$ cat src/rtl/master_port_if.sv
// Serial bus between a bus-master port and its slave port.
// The master modport drives enables and tx lines; the slave modport returns handshakes and rx data.
interface master_port_if;
    logic read_en;
    logic write_en;
    logic master_valid;
    logic master_ready;
    logic slave_ready;
    logic slave_valid;
    logic tx_addr;
    logic tx_burst;
    logic tx_data;
    logic rx_data;

    modport master (
        output read_en,
        output write_en,
        output master_valid,
        output master_ready,
        output tx_addr,
        output tx_burst,
        output tx_data,
        input  slave_ready,
        input  slave_valid,
        input  rx_data
    );

    modport slave (
        input  read_en,
        input  write_en,
        input  master_valid,
        input  master_ready,
        input  tx_addr,
        input  tx_burst,
        input  tx_data,
        output slave_ready,
        output slave_valid,
        output rx_data
    );
endinterface

$ cat src/rtl/master_port.sv
// Bus-master serial port: serialises address, burst and write beats LSB first and
// deserialises read beats from the slave.
module master_port #(
    parameter int unsigned ADDR_WIDTH  = 12,
    parameter int unsigned DATA_WIDTH  = 8,
    parameter int unsigned BURST_WIDTH = 4
) (
    input  logic                   clk,
    input  logic                   reset,
    input  logic                   req_valid,
    output logic                   req_ready,
    input  logic                   req_write,
    input  logic [ADDR_WIDTH-1:0]  req_addr,
    input  logic [BURST_WIDTH-1:0] req_burst,
    input  logic [DATA_WIDTH-1:0]  wr_data,
    input  logic                   wr_valid,
    output logic                   wr_ready,
    output logic [DATA_WIDTH-1:0]  rd_data,
    output logic                   rd_valid,
    output logic                   done,
    master_port_if.master          bus
);

    localparam int unsigned CntW = $clog2(ADDR_WIDTH);
    localparam logic [CntW-1:0] AddrLast = CntW'(ADDR_WIDTH - 1);
    localparam logic [CntW-1:0] DataLast = CntW'(DATA_WIDTH - 1);

    typedef enum logic [2:0] {StIdle, StAddr, StWload, StWdata, StRdata, StDone} state_e;

    state_e                 state_q, state_d;
    logic                   write_q;
    logic [ADDR_WIDTH-1:0]  addr_sh_q;
    logic [BURST_WIDTH-1:0] burst_sh_q;
    logic [DATA_WIDTH-1:0]  data_sh_q;
    logic [DATA_WIDTH-1:0]  rd_data_q;
    logic                   rd_valid_q;
    logic [CntW-1:0]        bit_cnt_q;
    logic [BURST_WIDTH-1:0] beat_cnt_q;

    logic                  addr_last;
    logic                  data_last;
    logic                  beat_zero;
    logic [DATA_WIDTH-1:0] rx_shift;

    assign addr_last = (bit_cnt_q == AddrLast);
    assign data_last = (bit_cnt_q == DataLast);
    assign beat_zero = (beat_cnt_q == '0);
    assign rx_shift  = {bus.rx_data, data_sh_q[DATA_WIDTH-1:1]};

    always_ff @(posedge clk or negedge reset) begin
        if (!reset) begin
            state_q <= StIdle;
        end else begin
            state_q <= state_d;
        end
    end

    always_comb begin
        state_d = state_q;
        case (state_q)
            StIdle:  if (req_valid) state_d = StAddr;
            StAddr:  if (bus.slave_ready && addr_last) state_d = write_q ? StWload : StRdata;
            StWload: if (wr_valid) state_d = StWdata;
            StWdata: if (bus.slave_ready && data_last) state_d = beat_zero ? StDone : StWload;
            StRdata: if (bus.slave_valid && data_last && beat_zero) state_d = StDone;
            StDone:  state_d = StIdle;
            default: state_d = StIdle;
        endcase
    end

    always_ff @(posedge clk or negedge reset) begin
        if (!reset) begin
            write_q    <= 1'b0;
            addr_sh_q  <= '0;
            burst_sh_q <= '0;
            data_sh_q  <= '0;
            rd_data_q  <= '0;
            rd_valid_q <= 1'b0;
            bit_cnt_q  <= '0;
            beat_cnt_q <= '0;
        end else begin
            rd_valid_q <= 1'b0;
            case (state_q)
                StIdle: begin
                    if (req_valid) begin
                        write_q    <= req_write;
                        addr_sh_q  <= req_addr;
                        burst_sh_q <= req_burst;
                        beat_cnt_q <= req_burst;
                        bit_cnt_q  <= '0;
                    end
                end
                StAddr: begin
                    // Burst bits ride alongside the first address bits, then zeros shift out.
                    if (bus.slave_ready) begin
                        addr_sh_q  <= addr_sh_q >> 1;
                        burst_sh_q <= burst_sh_q >> 1;
                        bit_cnt_q  <= addr_last ? '0 : bit_cnt_q + 1'b1;
                    end
                end
                StWload: begin
                    if (wr_valid) data_sh_q <= wr_data;
                end
                StWdata: begin
                    if (bus.slave_ready) begin
                        data_sh_q <= data_sh_q >> 1;
                        if (data_last) begin
                            bit_cnt_q <= '0;
                            if (!beat_zero) beat_cnt_q <= beat_cnt_q - 1'b1;
                        end else begin
                            bit_cnt_q <= bit_cnt_q + 1'b1;
                        end
                    end
                end
                StRdata: begin
                    if (bus.slave_valid) begin
                        data_sh_q <= rx_shift;
                        if (data_last) begin
                            rd_data_q  <= rx_shift;
                            rd_valid_q <= 1'b1;
                            bit_cnt_q  <= '0;
                            if (!beat_zero) beat_cnt_q <= beat_cnt_q - 1'b1;
                        end else begin
                            bit_cnt_q <= bit_cnt_q + 1'b1;
                        end
                    end
                end
                default: ;
            endcase
        end
    end

    always_comb begin
        req_ready        = 1'b0;
        wr_ready         = 1'b0;
        done             = 1'b0;
        bus.read_en      = 1'b0;
        bus.write_en     = 1'b0;
        bus.master_valid = 1'b0;
        bus.master_ready = 1'b0;
        bus.tx_addr      = 1'b0;
        bus.tx_burst     = 1'b0;
        bus.tx_data      = 1'b0;
        rd_data          = rd_data_q;
        rd_valid         = rd_valid_q;
        case (state_q)
            StIdle: req_ready = 1'b1;
            StAddr: begin
                bus.read_en      = !write_q;
                bus.write_en     = write_q;
                bus.master_valid = 1'b1;
                bus.tx_addr      = addr_sh_q[0];
                bus.tx_burst     = burst_sh_q[0];
            end
            StWload: begin
                bus.write_en = 1'b1;
                wr_ready     = 1'b1;
            end
            StWdata: begin
                bus.write_en     = 1'b1;
                bus.master_valid = 1'b1;
                bus.tx_data      = data_sh_q[0];
            end
            StRdata: begin
                bus.read_en      = 1'b1;
                bus.master_ready = 1'b1;
            end
            StDone: done = 1'b1;
            default: ;
        endcase
    end

endmodule
$ cat src/flat_wrapper.sv
// flat-port wrapper written by rule: the top's interface ports become plain ports
module master_port_flat 
#(
    parameter int unsigned ADDR_WIDTH  = 12,
    parameter int unsigned DATA_WIDTH  = 8,
    parameter int unsigned BURST_WIDTH = 4
)
  (clk, reset, req_valid, req_ready, req_write, req_addr, req_burst, wr_data, wr_valid, wr_ready, rd_data, rd_valid, done, bus_read_en, bus_write_en, bus_master_valid, bus_master_ready, bus_tx_addr, bus_tx_burst, bus_tx_data, bus_slave_ready, bus_slave_valid, bus_rx_data);
  master_port_if bus_i ();
  input  logic clk;
  input  logic reset;
  input  logic req_valid;
  output logic req_ready;
  input  logic req_write;
  input  logic [ADDR_WIDTH-1:0] req_addr;
  input  logic [BURST_WIDTH-1:0] req_burst;
  input  logic [DATA_WIDTH-1:0] wr_data;
  input  logic wr_valid;
  output logic wr_ready;
  output logic [DATA_WIDTH-1:0] rd_data;
  output logic rd_valid;
  output logic done;
  output wire logic [$bits(bus_i.read_en)-1:0] bus_read_en;
  output wire logic [$bits(bus_i.write_en)-1:0] bus_write_en;
  output wire logic [$bits(bus_i.master_valid)-1:0] bus_master_valid;
  output wire logic [$bits(bus_i.master_ready)-1:0] bus_master_ready;
  output wire logic [$bits(bus_i.tx_addr)-1:0] bus_tx_addr;
  output wire logic [$bits(bus_i.tx_burst)-1:0] bus_tx_burst;
  output wire logic [$bits(bus_i.tx_data)-1:0] bus_tx_data;
  input wire logic [$bits(bus_i.slave_ready)-1:0] bus_slave_ready;
  input wire logic [$bits(bus_i.slave_valid)-1:0] bus_slave_valid;
  input wire logic [$bits(bus_i.rx_data)-1:0] bus_rx_data;
  assign bus_read_en = bus_i.read_en;
  assign bus_write_en = bus_i.write_en;
  assign bus_master_valid = bus_i.master_valid;
  assign bus_master_ready = bus_i.master_ready;
  assign bus_tx_addr = bus_i.tx_addr;
  assign bus_tx_burst = bus_i.tx_burst;
  assign bus_tx_data = bus_i.tx_data;
  assign bus_i.slave_ready = bus_slave_ready;
  assign bus_i.slave_valid = bus_slave_valid;
  assign bus_i.rx_data = bus_rx_data;
  master_port #(.ADDR_WIDTH(ADDR_WIDTH), .DATA_WIDTH(DATA_WIDTH), .BURST_WIDTH(BURST_WIDTH)) u_core (.clk(clk), .reset(reset), .req_valid(req_valid), .req_ready(req_ready), .req_write(req_write), .req_addr(req_addr), .req_burst(req_burst), .wr_data(wr_data), .wr_valid(wr_valid), .wr_ready(wr_ready), .rd_data(rd_data), .rd_valid(rd_valid), .done(done), .bus(bus_i));
endmodule
$ cat config.mk
export PLATFORM = sky130hd
export DESIGN_NAME = master_port_flat
export DESIGN_NICKNAME = d
export VERILOG_FILES = /design/src/rtl/master_port_if.sv /design/src/rtl/master_port.sv /design/src/flat_wrapper.sv
export SDC_FILE = /design/constraint.sdc
export NUM_CORES = 1
export LEC_CHECK = 0
export ABC_AREA = 1
export CAP_MARGIN = 20
export CORE_UTILIZATION = 55
export DETAILED_ROUTE_END_ITERATION = 6
export HOLD_SLACK_MARGIN = 0.08
export PLACE_DENSITY_LB_ADDON = 0.1
export SYNTH_ARGS = -nofsm -noshare
export SYNTH_HDL_FRONTEND = slang
export SYNTH_SLANG_ARGS = --single-unit
$ cat constraint.sdc
create_clock -name clk -period 2.2 [get_ports clk]
set_input_delay 0.22 -clock clk [delete_from_list [all_inputs] [get_ports clk]]
set_output_delay 0.22 -clock clk [all_outputs]
set_load 0.005 [all_outputs]
Yosys cells after proc, flatten, opt, wreduce, memory -nomap -nowiden
Index checks and enable logic that the tools add are counted.
{ "op_classes": {"addsub": 2, "mul": 0, "n_div": 0, "n_lt_le_gt_ge": 0, "eq_ne": 15, "shift": 0, "n_mux": 43, "bitwise": 0, "n_reduce_logical": 20} }
{ "op_table": {"columns": ["operator", "count"], "rows": [
  ["4-bit 2-to-1 mux", 12],
  ["12-bit 2-to-1 mux", 2],
  ["8-bit 2-to-1 mux", 3],
  ["12-bit case mux with 2 select lines", 1],
  ["8-bit case mux with 3 select lines", 1],
  ["3-bit 2-to-1 mux", 7],
  ["4-bit case mux with 4 select lines", 1],
  ["3-bit case mux with 5 select lines", 1],
  ["4-bit case mux with 3 select lines", 1],
  ["1-bit 2-to-1 mux", 11],
  ["2-bit != test (second input constant)", 5],
  ["5-bit AND reduction", 2],
  ["4-bit case mux with 2 select lines", 1],
  ["4-bit AND reduction", 2],
  ["3-bit by 2-bit == test with 1-bit output (second input constant)", 2],
  ["3-bit == test (second input constant)", 2],
  ["2-bit by 1-bit != test with 1-bit output (second input constant)", 3],
  ["3-bit AND reduction", 2],
  ["3-bit nonzero test", 2],
  ["4-bit by 1-bit adder with 4-bit output (second input constant)", 1],
  ["4-bit by 3-bit == test with 1-bit output (second input constant)", 1],
  ["4-bit == test (second input constant)", 1],
  ["1-bit logical AND", 4],
  ["4-bit zero test", 1],
  ["other kinds (9)", 11]
]} }
{ "totals": {"ff_bits": 45, "latch_bits": 0, "ramBits": 0, "rom_bits": 0, "input_bits": 32, "out_inout_bits": 19, "wordCells": 89, "mem_count": 0} }

Longest topological paths before layout
{ "depth": {"depth_word": 5, "ltp_mapped": 10, "mapped_depth_nobuf": 10} }

Worst setup path before layout
OpenSTA, ideal clock, no wires.
{ "synth_timing": {"path_kind": "flip-flop to flip-flop", "from": "register u_core.bit_cnt_q[0]", "to": "register u_core.state_q[0]", "setup_ns": 0.118, "arrival_time_ns": 1.352, "required_time_ns": 2.082, "setup_slack_ns": 0.730, "path_stages_with_launch": 9, "path_buffers": 0, "synth_period_minus_slack_ns": 1.470, "path_cell_list": "dfrtp_1 -> ha_1 -> nand2_1 -> nor2_1 -> nand2_1 -> o21ai_1 -> nand3_1 -> nand2_1 -> nand2_1"} }
{ "synth_between": {"elab_chain_len": 5, "elab_cells_between_ends": 10, "classes_between": "eq/ne: 5; reduce/logical: 5"} }
{ "synth_rtl": {"columns": ["element", "line", "text"], "rows": [
  ["from (decl)", "master_port.sv:37", "logic [CntW-1:0] bit_cnt_q;"],
  ["from (signal assigned)", "master_port.sv:98", "bit_cnt_q <= addr_last ? '0 : bit_cnt_q + 1'b1;"],
  ["from (signal assigned)", "master_port.sv:111", "bit_cnt_q <= bit_cnt_q + 1'b1;"],
  ["from (signal assigned)", "master_port.sv:124", "bit_cnt_q <= bit_cnt_q + 1'b1;"],
  ["4-bit by 3-bit == test with 1-bit output", "master_port.sv:46", "assign data_last = (bit_cnt_q == DataLast);"],
  ["1-bit logical AND (2 in series)", "master_port.sv:65", "StRdata: if (bus.slave_valid && data_last && beat_zero) state_d = StDone;"],
  ["2-bit by 1-bit != test with 1-bit output (no line)", null, null],
  ["5-bit AND reduction (no line) *", null, null],
  ["to (signal assigned)", "master_port.sv:52", "state_q <= StIdle;"],
  ["to (signal assigned)", "master_port.sv:54", "state_q <= state_d;"],
  ["to (decl)", "master_port.sv:30", "state_e state_q, state_d;"]
]} }
Every way passes the cells marked *; elsewhere a longest branch is shown, timed or not.
A chain may end at the register's enable or synchronous reset.

Worst setup path in the final report
{ "layout_timing": {"from": "register u_core.state_q[1]", "to": "output port bus_read_en"} }
{ "layout_between": {"elab_chain_len": 2, "elab_cells_between_ends": 3, "classes_between": "eq/ne: 2; mux: 1"} }
{ "layout_rtl": {"columns": ["element", "line", "text"], "rows": [
  ["3-bit == test or 3-bit by 1-bit == test with 1-bit output (tied branches)", "master_port.sv:146", "case (state_q)"],
  ["1-bit case mux with 2 select lines *", "master_port.sv:146", null],
  ["to (decl)", "flat_wrapper.sv:23", "output wire logic [$bits(bus_i.read_en)-1:0] bus_read_en;"]
]} }
Marks and branches as above.

==> PnR_summary.wiki <==
{| class="wikitable"
! Metric !! Value
|-
| Average via count per standard cell || 5.078
|-
| Number of failing setup endpoints in the final timing report || 0
|-
| Syn avg cell area || 7.318 sq um
|-
| Number of violations of the max-capacitance limit || 0
|-
| Wire length of the first global-routing pass || 9742 microns
|-
| Synth area leader || sky130_fd_sc_hd__dfrtp_1
|-
| Number of slew-limit violations in the final report || 0
|-
| Cells after Synth || 344
|-
| Slew of the pin with the lowest slew margin || 0.3880 ns
|-
| Initial antenna violation count || 0
|-
| Post-route fraction of the period consumed by the critical path || 0.9494
|-
| Last weighted congestion value of the routability-driven placer || 0.9409
|-
| Post-CTS setup repair buffer count || 0
|-
| Filler cells || 362
|-
| Seq. cell area || 1126 sq um
|-
| Violation count after the first detailed-routing iteration || 197
|-
| Total global-route track usage || 0.2517
|-
| Chain of cells forming the critical path || nor2_1, nand2_1, o21ai_1, clkdlybuf4s50_1
|-
| Ports placed on the boundary || 51
|-
| Sum of negative setup slack || 0 ns
|-
| Total Die Area || 4852 sq um
|-
| Fin util || 0.7266
|-
| Total buffers and inverters traversed by the critical path || 1
|-
| Sort of element at the end of the critical path || output pin
|-
| Layout net count || 432
|-
| Residual DRC || 0
|-
| Power density cells || 1328 nW/um^2
|-
| Clock slew at the register clock pins of the worst setup and hold paths || 0.09 ns
|-
| Via count of the first global-routing pass || 2203
|-
| Fraction of layout cells with a size suffix above 1 || 0.09023
|-
| Antenna cell count || 0
|-
| GRT overflow || 0
|-
| Highest-delay cell along the critical path || sky130_fd_sc_hd__clkdlybuf4s50_1
|-
| Number of routed nets with antenna violations || 0
|-
| Footprint of the multi-input gates || 1182 sq um
|-
| Number of enable-type register cells in the synthesized netlist || 0
|-
| Cell with the most instances after synthesis || sky130_fd_sc_hd__nand2_1
|-
| Arrival time worst endpoint || 1.87 ns
|-
| Data required time at the worst endpoint || 1.98 ns
|-
| Fmax || 478.8 MHz
|-
| Largest stage delay, worst path || 0.53 ns
|-
| Synth top area share || 0.4473
|-
| Launching element type of the critical path || flip-flop
|-
| Clock latency reported for the late side of the worst-skew pair || 0.31 ns
|-
| Setup repair after global routing missed its margin || no
|-
| Detailed Route WL || 5549 microns
|-
| Synth Flop Type || sky130_fd_sc_hd__dfrtp_1
|-
| Synthesized net count || 378
|-
| #FFs+latches synth || 45
|-
| Cell types with the highest counts after synthesis || sky130_fd_sc_hd__nand2_1, sky130_fd_sc_hd__dfrtp_1, sky130_fd_sc_hd__o21ai_0
|-
| Class of the worst hold path || input port to asynchronous set/reset pin
|-
| Total number of yosys warnings || 0
|-
| Final Total Pwr || 4230 uW
|-
| Total via count after detailed routing || 2290
|-
| Starting Density || 0.5742
|-
| Pin count of the biggest net entering global routing || 31
|-
| Cell area after layout || 3186 sq um
|-
| Placement row count || 24
|-
| Final hold vios || 0
|-
| Clock tree root buffer cell || sky130_fd_sc_hd__clkbuf_8
|-
| HPWL after detailed placement || 4017 microns
|-
| TritonCTS Buffers || 5
|-
| Worst ir drop on vdd || 1119 uV
|-
| Fin Clk Skew || 0.008833 ns
|-
| Unique masters post-synth || 26
|-
| Synth area leaders || sky130_fd_sc_hd__dfrtp_1, sky130_fd_sc_hd__nand2_1, sky130_fd_sc_hd__o21ai_0, sky130_fd_sc_hd__inv_1, sky130_fd_sc_hd__nand3_1
|-
| Cell Area, Placed || 3060 sq um
|-
| TritonCTS sink count || 45
|-
| Post-Syn Area || 2517 sq um
|-
| Pre-antenna DRT Iters || 4
|-
| Async SR Flop Fraction || 1.000
|-
| PortBufs || 50
|-
| Worst path top cell family by delay || buffers and inverters
|-
| Core Region || 4384 sq um
|-
| Post-synthesis to final-layout area growth || 26.54%
|-
| Critical path fanouts, max || 6
|-
| Detail-routed net length per standard cell || 12.30 microns
|-
| Status || complete, no violations
|-
| Maximum buffer depth of the clock tree || 2
|-
| Sequential area share after synthesis || 0.4473
|-
| Clock tree from TritonCTS || done
|-
| DIE HEIGHT || 69.66 microns
|-
| CTS H-tree lvls || 2
|-
| Final worst path period need || 2.089 ns
|-
| Leakage power || 0.001659 uW
|-
| Max-slew headroom || 0.7413
|-
| Die W || 69.66 microns
|-
| Path type of the worst setup path || flip-flop to output pin
|}
-- report_power, final --
part	total (uW)	switching (uW)	internal (uW)
logic	2230	1410	814
registers	1370	216	1150
clock network	637	297	340
total	4230	1930	2300
-- state kept, by name (all words and copies together) (netlist names) --
signal and cells:
u_core.write_q 1, u_core.state_q 3, u_core.data_sh_q 8, u_core.addr_sh_q 12, u_core.beat_cnt_q 4, u_core.burst_sh_q 4
u_core.rd_valid 1, u_core.rd_data 8, u_core.bit_cnt_q 4
-- per-stage QoR --
step           setup slack, ns  hold slack (ns)  std cells
5_1_grt                0.01359           0.3771        451
4_1_cts                0.05959           0.3562        451
6_report                0.1112           0.3458        451
3_5_place_dp            0.4061           0.1505        442
2_1_floorplan           0.7297         -0.07559        344
3_3_place_gp            0.4222           0.1506        442
-- cell families after synthesis --
logic type / count (synthesis) / share of synthesized area
DFF: 45 / 0.4473
AOI/OAI and AO/OA: 45 / 0.08946
muxes: 1 / 0.004473
and+or+nand+nor: 199 / 0.3588
adders and majority gates: 2 / 0.009939
xor gates and xnor gates: 2 / 0.006960
buffers and inverters: 50 / 0.08300
-- per-layer routing --
metal | vias to the layer above | wire [microns] | GRT usage
met3 | 12 | 268 | 0.04797
met5 | - | 0 | 0
met2 | 60 | 2678 | 0.4121
met4 | 0 | 116 | 0.1000
li1 | 1172 | - | -
met1 | 1046 | 2485 | 0.3308
-- worst register-to-register path, delay by kind of cell, from the launching register on --
kind	cells	cell delay (ns)
AOI/OAI and AO/OA	1	0.29
buffers and inverters	1	0.15
DFF	1	0.52
and+or+nand+nor	5	0.69
-- path summary, 6_finish.rpt --
kind / start / to / slack, ns / cells past startpoint
min: reset / u_core.rd_data[7] / 0.35 / 2
min reg2reg: u_core.rd_data[3] / u_core.rd_data[3] / 0.47 / 2
max: u_core.state_q[1] / bus_read_en / 0.11 / 4
max reg2reg: u_core.state_q[0] / u_core.bit_cnt_q[3] / 0.49 / 7
max in group asynchronous: reset / u_core.state_q[0] / 1.30 / 3
min in group clk: u_core.rd_data[3] / u_core.rd_data[3] / 0.47 / 2
-- timing repair --
action                     CTS  global route
hold endpoints to repair    15             0
resized for setup            0             1
hold buffers                 1             0
setup endpoints to repair    0             1
-- final cells by class --
cell class / count / area share
inverter: 41 / 0.04831
tap: 52 / 0.02042
timing repair buffer: 56 / 0.1705
sequential: 45 / 0.3535
multi-input combinational: 249 / 0.3712
clock buffer: 5 / 0.02160
clock inverter: 3 / 0.01453
-- cell usage in the layout, fill, tap and decap left out, types with 2 or more instances in the layout --
cell type,count
sky130_fd_sc_hd__nand4_1,2
sky130_fd_sc_hd__dfrtp_1,45
sky130_fd_sc_hd__o21ai_0,38
sky130_fd_sc_hd__o21ai_1,4
sky130_fd_sc_hd__nor2_1,16
sky130_fd_sc_hd__nand2_1,146
sky130_fd_sc_hd__nor2_2,2
sky130_fd_sc_hd__nor2_4,4
sky130_fd_sc_hd__ha_1,2
sky130_fd_sc_hd__a21oi_1,3
sky130_fd_sc_hd__nand3b_1,2
sky130_fd_sc_hd__buf_4,5
sky130_fd_sc_hd__inv_2,5
sky130_fd_sc_hd__nand2_4,4
sky130_fd_sc_hd__nand3_1,16
sky130_fd_sc_hd__clkbuf_8,5
sky130_fd_sc_hd__clkdlybuf4s50_1,49
sky130_fd_sc_hd__inv_1,36
sky130_fd_sc_hd__xor2_1,2
(Power assumes the default switching activity.)
